===== config.mk =====
export PLATFORM = sky130hd
export DESIGN_NAME = mem_wb_stage
export DESIGN_NICKNAME = d
export VERILOG_FILES = /design/src/rtl/sb2p_mem_pkg.sv /design/src/rtl/mem_wb_reg.sv /design/src/rtl/mem_wb_stage.sv
export SDC_FILE = /design/constraint.sdc
export NUM_CORES = 1
export LEC_CHECK = 0
export ABC_CLOCK_PERIOD_IN_PS = 2300
export CORE_ASPECT_RATIO = 1.5
export CORE_MARGIN = 3
export CORE_UTILIZATION = 46
export DETAILED_ROUTE_END_ITERATION = 10
export HOLD_SLACK_MARGIN = 0.03
export PLACE_DENSITY = 0.9
export SLEW_MARGIN = 20
export SYNTH_ARGS = -nofsm -noshare
export SYNTH_HDL_FRONTEND = slang
export SYNTH_SLANG_ARGS = --single-unit
export TNS_END_PERCENT = 10

===== constraint.sdc =====
create_clock -name clk -period 2.3 [get_ports clk]
set_input_delay 0.23 -clock clk [delete_from_list [all_inputs] [get_ports clk]]
set_output_delay 0.23 -clock clk [all_outputs]
set_load 0.05 [all_outputs]

===== src/rtl/sb2p_mem_pkg.sv =====
// Shared types and sizing helpers for the MEM stage and the MEM/WB register.
package sb2p_mem_pkg;

  localparam int DW_DEF      = 32;
  localparam int RW_DEF      = 5;
  localparam int TIMEOUT_DEF = 15;

  typedef enum logic {
    IDLE = 1'b0,
    BUSY = 1'b1
  } mem_state_t;

  // A timeout of 0 disables the abort, but the counter still needs one bit.
  function automatic int cnt_width(input int timeout_cyc);
    return (timeout_cyc < 1) ? 1 : $clog2(timeout_cyc + 1);
  endfunction

endpackage


===== src/rtl/mem_wb_reg.sv =====
// MEM/WB pipeline register; a bubble load clears every field so that nothing
// stale can reach the write-back mux.
module mem_wb_reg
  import sb2p_mem_pkg::*;
#(
  parameter int DW = DW_DEF,
  parameter int RW = RW_DEF
) (
  input  logic          clk,
  input  logic          rst,
  input  logic          bubble,
  input  logic          d_regwrite,
  input  logic          d_memtoreg,
  input  logic [DW-1:0] d_readdata,
  input  logic [DW-1:0] d_aluresult,
  input  logic [RW-1:0] d_rd,
  output logic          regwrite_q,
  output logic          memtoreg_q,
  output logic [DW-1:0] readdata_q,
  output logic [DW-1:0] aluresult_q,
  output logic [RW-1:0] rd_q
);

  always_ff @(posedge clk) begin
    if (rst || bubble) begin
      regwrite_q  <= 1'b0;
      memtoreg_q  <= 1'b0;
      readdata_q  <= '0;
      aluresult_q <= '0;
      rd_q        <= '0;
    end else begin
      regwrite_q  <= d_regwrite;
      memtoreg_q  <= d_memtoreg;
      readdata_q  <= d_readdata;
      aluresult_q <= d_aluresult;
      rd_q        <= d_rd;
    end
  end

endmodule


===== src/rtl/mem_wb_stage.sv =====
// MEM stage: runs the data-memory req/ack access, stalls the front end while it
// is pending and feeds the MEM/WB register.
module mem_wb_stage
  import sb2p_mem_pkg::*;
#(
  parameter int DW          = DW_DEF,
  parameter int RW          = RW_DEF,
  parameter int TIMEOUT_CYC = TIMEOUT_DEF
) (
  input  logic          clk,
  input  logic          rst,
  input  logic          regwrite_in,
  input  logic          memtoreg_in,
  input  logic          memread_in,
  input  logic          memwrite_in,
  input  logic [DW-1:0] aluresult_in,
  input  logic [DW-1:0] storedata_in,
  input  logic [RW-1:0] rd_in,
  output logic          stall,
  output logic          dmem_req,
  output logic          dmem_we,
  output logic [DW-1:0] dmem_addr,
  output logic [DW-1:0] dmem_wdata,
  input  logic [DW-1:0] dmem_rdata,
  input  logic          dmem_ack,
  output logic          regwrite_out,
  output logic          memtoreg_out,
  output logic [DW-1:0] readdata_out,
  output logic [DW-1:0] aluresult_out,
  output logic [RW-1:0] rd_out,
  output logic          err_out
);

  localparam int CW = cnt_width(TIMEOUT_CYC);

  mem_state_t state, state_nxt;
  logic [CW-1:0] cnt;

  logic          cap_regwrite;
  logic          cap_memtoreg;
  logic          cap_load;
  logic [RW-1:0] cap_rd;
  logic [DW-1:0] cap_alu;

  logic          access;
  logic          misaligned;
  logic          timeout;
  logic          start;
  logic          finish;
  logic          err_nxt;

  logic          wb_bubble;
  logic          wb_regwrite;
  logic          wb_memtoreg;
  logic [DW-1:0] wb_readdata;
  logic [DW-1:0] wb_aluresult;
  logic [RW-1:0] wb_rd;

  assign access     = memread_in | memwrite_in;
  assign misaligned = (aluresult_in[1:0] != 2'b00);
  assign timeout    = (TIMEOUT_CYC != 0) && (cnt == CW'(TIMEOUT_CYC));

  always_comb begin
    state_nxt    = state;
    stall        = 1'b0;
    start        = 1'b0;
    finish       = 1'b0;
    err_nxt      = 1'b0;
    wb_bubble    = 1'b1;
    wb_regwrite  = 1'b0;
    wb_memtoreg  = 1'b0;
    wb_readdata  = '0;
    wb_aluresult = '0;
    wb_rd        = '0;

    case (state)
      IDLE: begin
        if (!access) begin
          wb_bubble    = 1'b0;
          wb_regwrite  = regwrite_in;
          wb_memtoreg  = memtoreg_in;
          wb_aluresult = aluresult_in;
          wb_rd        = rd_in;
        end else if (misaligned) begin
          // Dropped access still shows its address and rd for debug, but never writes back.
          wb_bubble    = 1'b0;
          wb_aluresult = aluresult_in;
          wb_rd        = rd_in;
          err_nxt      = 1'b1;
        end else begin
          stall     = 1'b1;
          start     = 1'b1;
          err_nxt   = memread_in & memwrite_in;
          state_nxt = BUSY;
        end
      end

      BUSY: begin
        if (dmem_ack || timeout) begin
          finish       = 1'b1;
          wb_bubble    = 1'b0;
          wb_regwrite  = dmem_ack ? cap_regwrite : 1'b0;
          wb_memtoreg  = cap_memtoreg;
          wb_readdata  = (dmem_ack && cap_load) ? dmem_rdata : '0;
          wb_aluresult = cap_alu;
          wb_rd        = cap_rd;
          err_nxt      = !dmem_ack;
          state_nxt    = IDLE;
        end else begin
          stall = 1'b1;
        end
      end

      default: state_nxt = IDLE;
    endcase

    if (rst) begin
      stall = 1'b0;
    end
  end

  // Bus signals are held from capture until completion so the memory sees a stable request.
  always_ff @(posedge clk) begin
    if (rst) begin
      state        <= IDLE;
      cnt          <= '0;
      err_out      <= 1'b0;
      dmem_req     <= 1'b0;
      dmem_we      <= 1'b0;
      dmem_addr    <= '0;
      dmem_wdata   <= '0;
      cap_regwrite <= 1'b0;
      cap_memtoreg <= 1'b0;
      cap_load     <= 1'b0;
      cap_rd       <= '0;
      cap_alu      <= '0;
    end else begin
      state   <= state_nxt;
      err_out <= err_nxt;
      if (start) begin
        cap_regwrite <= regwrite_in;
        cap_memtoreg <= memtoreg_in;
        cap_load     <= memread_in & ~memwrite_in;
        cap_rd       <= rd_in;
        cap_alu      <= aluresult_in;
        dmem_req     <= 1'b1;
        dmem_we      <= memwrite_in;
        dmem_addr    <= {aluresult_in[DW-1:2], 2'b00};
        dmem_wdata   <= storedata_in;
        cnt          <= '0;
      end else if (finish) begin
        dmem_req <= 1'b0;
        cnt      <= '0;
      end else if ((state == BUSY) && (TIMEOUT_CYC != 0)) begin
        cnt <= cnt + CW'(1);
      end
    end
  end

  mem_wb_reg #(
    .DW(DW),
    .RW(RW)
  ) u_mem_wb_reg (
    .clk        (clk),
    .rst        (rst),
    .bubble     (wb_bubble),
    .d_regwrite (wb_regwrite),
    .d_memtoreg (wb_memtoreg),
    .d_readdata (wb_readdata),
    .d_aluresult(wb_aluresult),
    .d_rd       (wb_rd),
    .regwrite_q (regwrite_out),
    .memtoreg_q (memtoreg_out),
    .readdata_q (readdata_out),
    .aluresult_q(aluresult_out),
    .rd_q       (rd_out)
  );

endmodule

==> flow_summary.ini <==
[grt]
antenna_found_initial = 0
grt_pass1_wl_mm = 27.2
grt-ovfl-total = 0
grt_usage_pct = 23.9
grt_pass1_vias = 5351
grt_max_degree = 80

[timing]
slew-limit-headroom_pct = 60.2
finalHoldViolCount = 0
rsz0062_at_grt = no
period_minus_slack_ns = 2.18
worst_pin_slew_ns = 0.596
slew_viol_final = 0
setup_violations = 0
fin_crit_sh_pct = 94.6
worst_clock_skew_ns = 0.00905
clock.fmax_ghz = 0.460
finalSetupTns_ns = 0

[synth]
synthTopCellsByArea = dfxtp_1 52%, a31o_1 10%, nand2b_1 7.5%
synth_cells = 572
yosysWarnings = 0
async_flop_share_pct = 0
syn_avg_cell_area_um2 = 10.3
syn-cell-area_mm2 = 0.00586
synth.distinct_cells = 38
yosysTopAreaCellShare_pct = 51.5
synth-edff-count = 0
synth_seq_cells = 151
yosysTopAreaCell = dfxtp_1
ys.flop_type = dfxtp_1
synth_seq_area_share_pct = 51.5

[setup_path]
path_max_fanout = 3
critPathBufInv = 2
end_kind = primary output
reg2reg_to = u_mem_wb_reg.aluresult_q[30]$_SDFF_PP0_
start_kind = input port
r2r_cells = 6
worstPathArrival_ns = 1.95
path_cells = clkdlybuf4s50_1 > or2_2 > or3_2 > a21oi_1 > buf_12
critPathCapture = stall
worstSetupStartpoint = aluresult_in[0]
cp_top_family = simple AND/OR/NAND/NOR gates
critical_path_class = input port to primary output
critical_path_cell_count = 5
r2r_start = state$_DFF_P_
rrSetupSlack_ns = 0.64
crit_required_ns = 2.07
cpMaxStageDelayCell = or3_2
max_stage_delay_ns = 0.46

[cells_and_area]
final_area_mm2 = 0.00871
layout_commonest_cell = clkdlybuf4s50_1
antenna_cells = 0
instances_no_fill = 924
fillers = 851
ff_latch_area_mm2 = 0.00302
mostFrequentLayoutCells = 242 x clkdlybuf4s50_1, 150 x dfxtp_1, 70 x nand2b_1
fin_nets = 868
areaGrowthSynthToFinish_pct = 48.6
multi_input_area_mm2 = 0.00231
drive_gt1_share_pct = 7.26

[detailed_routing]
wl_mm = 17.5
drt_iter0_markers = 236
drt-vias-per-instance = 5.60
drt_first_pass_iters = 4
ant_nets = 0
vias = 5171
drcViolationCount = 0
wl_per_cell_um = 19.0

[clock_tree]
cts_hold_buf = 0
cts_buffers = 17
htree_levels = 4
cts_setup_buffers = 0
cts.sinks = 151
tritoncts = done
cts_resized = 0
clkSlewWorstSetupHoldPaths_ns = 0.06
clkLatencyLatePin_ns = 0.40
clock_path_buffers = 2
root_buffer = clkbuf_16

[die]
start_util_pct = 48.1
chipWidth_um = 98.2
rows = 49
core-area_mm2 = 0.0122
top_level_ports = 247
die_h_um = 144
die_area_mm2 = 0.0142

[placement]
dp_cells = 893
gp_congestion = 0.806
placement.io_buffers = 244
place_area_mm2 = 0.00812
dp_hpwl_mm = 12.1

[power]
p_leak_nw = 3.24
p_per_area_mw_per_mm2 = 763
peakVddDrop_v = 0.000562

[flow_run]
max_cap_violations = 0

[min_path]
hp-class = input port to flop
min_path_cells = 2

[run_status]
status = finished clean
## flip-flops by register name (all words and copies together) (netlist names)
signal / count
cap_regwrite: 1
cap_rd: 5
cap_memtoreg: 1
dmem_wdata: 32
u_mem_wb_reg.readdata_q: 32
state: 1
u_mem_wb_reg.rd_q: 5
cap_load: 1
dmem_req: 1
cnt: 4
err_out: 1
u_mem_wb_reg.memtoreg_q: 1
cap_alu: 32
dmem_we: 1
u_mem_wb_reg.aluresult_q: 32
u_mem_wb_reg.regwrite_q: 1
## worst min-delay path by stage
stage,start,end
floorplan,dmem_rdata[0],u_mem_wb_reg.readdata_q[0]$_SDFF_PP0_
global placement,dmem_we$_SDFFE_PP0P_,dmem_we$_SDFFE_PP0P_
detailed placement,cap_load$_SDFFE_PP0P_,cap_load$_SDFFE_PP0P_
CTS,rst,u_mem_wb_reg.regwrite_q$_SDFF_PP0_
global route,rst,u_mem_wb_reg.regwrite_q$_SDFF_PP0_
finish,rst,u_mem_wb_reg.regwrite_q$_SDFF_PP0_
## where the power goes
group	switching, mW	total [mW]	internal, mW
clock network	1.05	2.78	1.73
logic	0.644	1.09	0.444
registers	0.0529	2.77	2.72
## through the flow
stage                     total power, mW  util, %  hold WS [ns]  worst slack (ns)
after global routing                 6.84     71.4         0.297            0.0584
after global placement               3.88     66.5         0.450             0.150
final                                6.64     71.4         0.257             0.124
after floorplan                      3.48        -         0.352             0.137
after detailed placement             3.91     66.5         0.451            0.0952
after CTS                            6.69     71.4         0.233             0.125
## cells by family (layout without fill, tap and decap cells)
family / after synthesis / in the layout / share of synthesized area (%)
buffers and inverters: 95 / 293 / 9.41
adder cells (fa/ha/maj): 1 / 1 / 0.213
flip-flops: 151 / 151 / 51.5
XOR/XNOR: 2 / 2 / 0.299
other: 1 / 2 / 0.0639
AND/OR/NAND/NOR: 197 / 197 / 20.5
AO/OA/AOI/OAI: 125 / 125 / 18.0
## synth_stat cells, types with 5 or more instances
cell	number
nand2b_1	70
clkbuf_1	38
buf_6	8
buf_4	32
dfxtp_1	151
a22o_1	38
nor4_1	69
a31o_1	67
buf_2	12
and2_1	32
a21oi_1	5
nand2_1	6
## cell type report
| cell class | count | share of cell area, % |
|---|---|---|
| sequential | 151 | 34.7 |
| timing repair buffer | 260 | 29.6 |
| multi-input combinational | 327 | 26.5 |
| clock buffer | 20 | 5.13 |
| tap | 153 | 2.20 |
| clock inverter | 11 | 1.74 |
| inverter | 2 | 0.0862 |
## routing by layer
metal | up-vias | global-route usage [%] | part of all wire [%] | routed length (um)
met3 | 36 | 6.61 | 7.0 | 1230
met2 | 260 | 44.1 | 54 | 9440
met5 | - | 0 | 0 | 0
li1 | 2425 | - | - | -
met4 | 0 | 11.1 | 3.1 | 541
met1 | 2450 | 25.2 | 36 | 6300
## worst reg2reg max path, delay by kind of cell, from the launching register on
| kind | cells | cell delay (ns) |
|---|---|---|
| DFF | 1 | 0.36 |
| buffers and inverters | 3 | 0.74 |
| AOI/OAI and AO/OA | 2 | 0.35 |
| and+or+nand+nor | 1 | 0.10 |
Note: power is estimated with default switching activity, not from simulation.
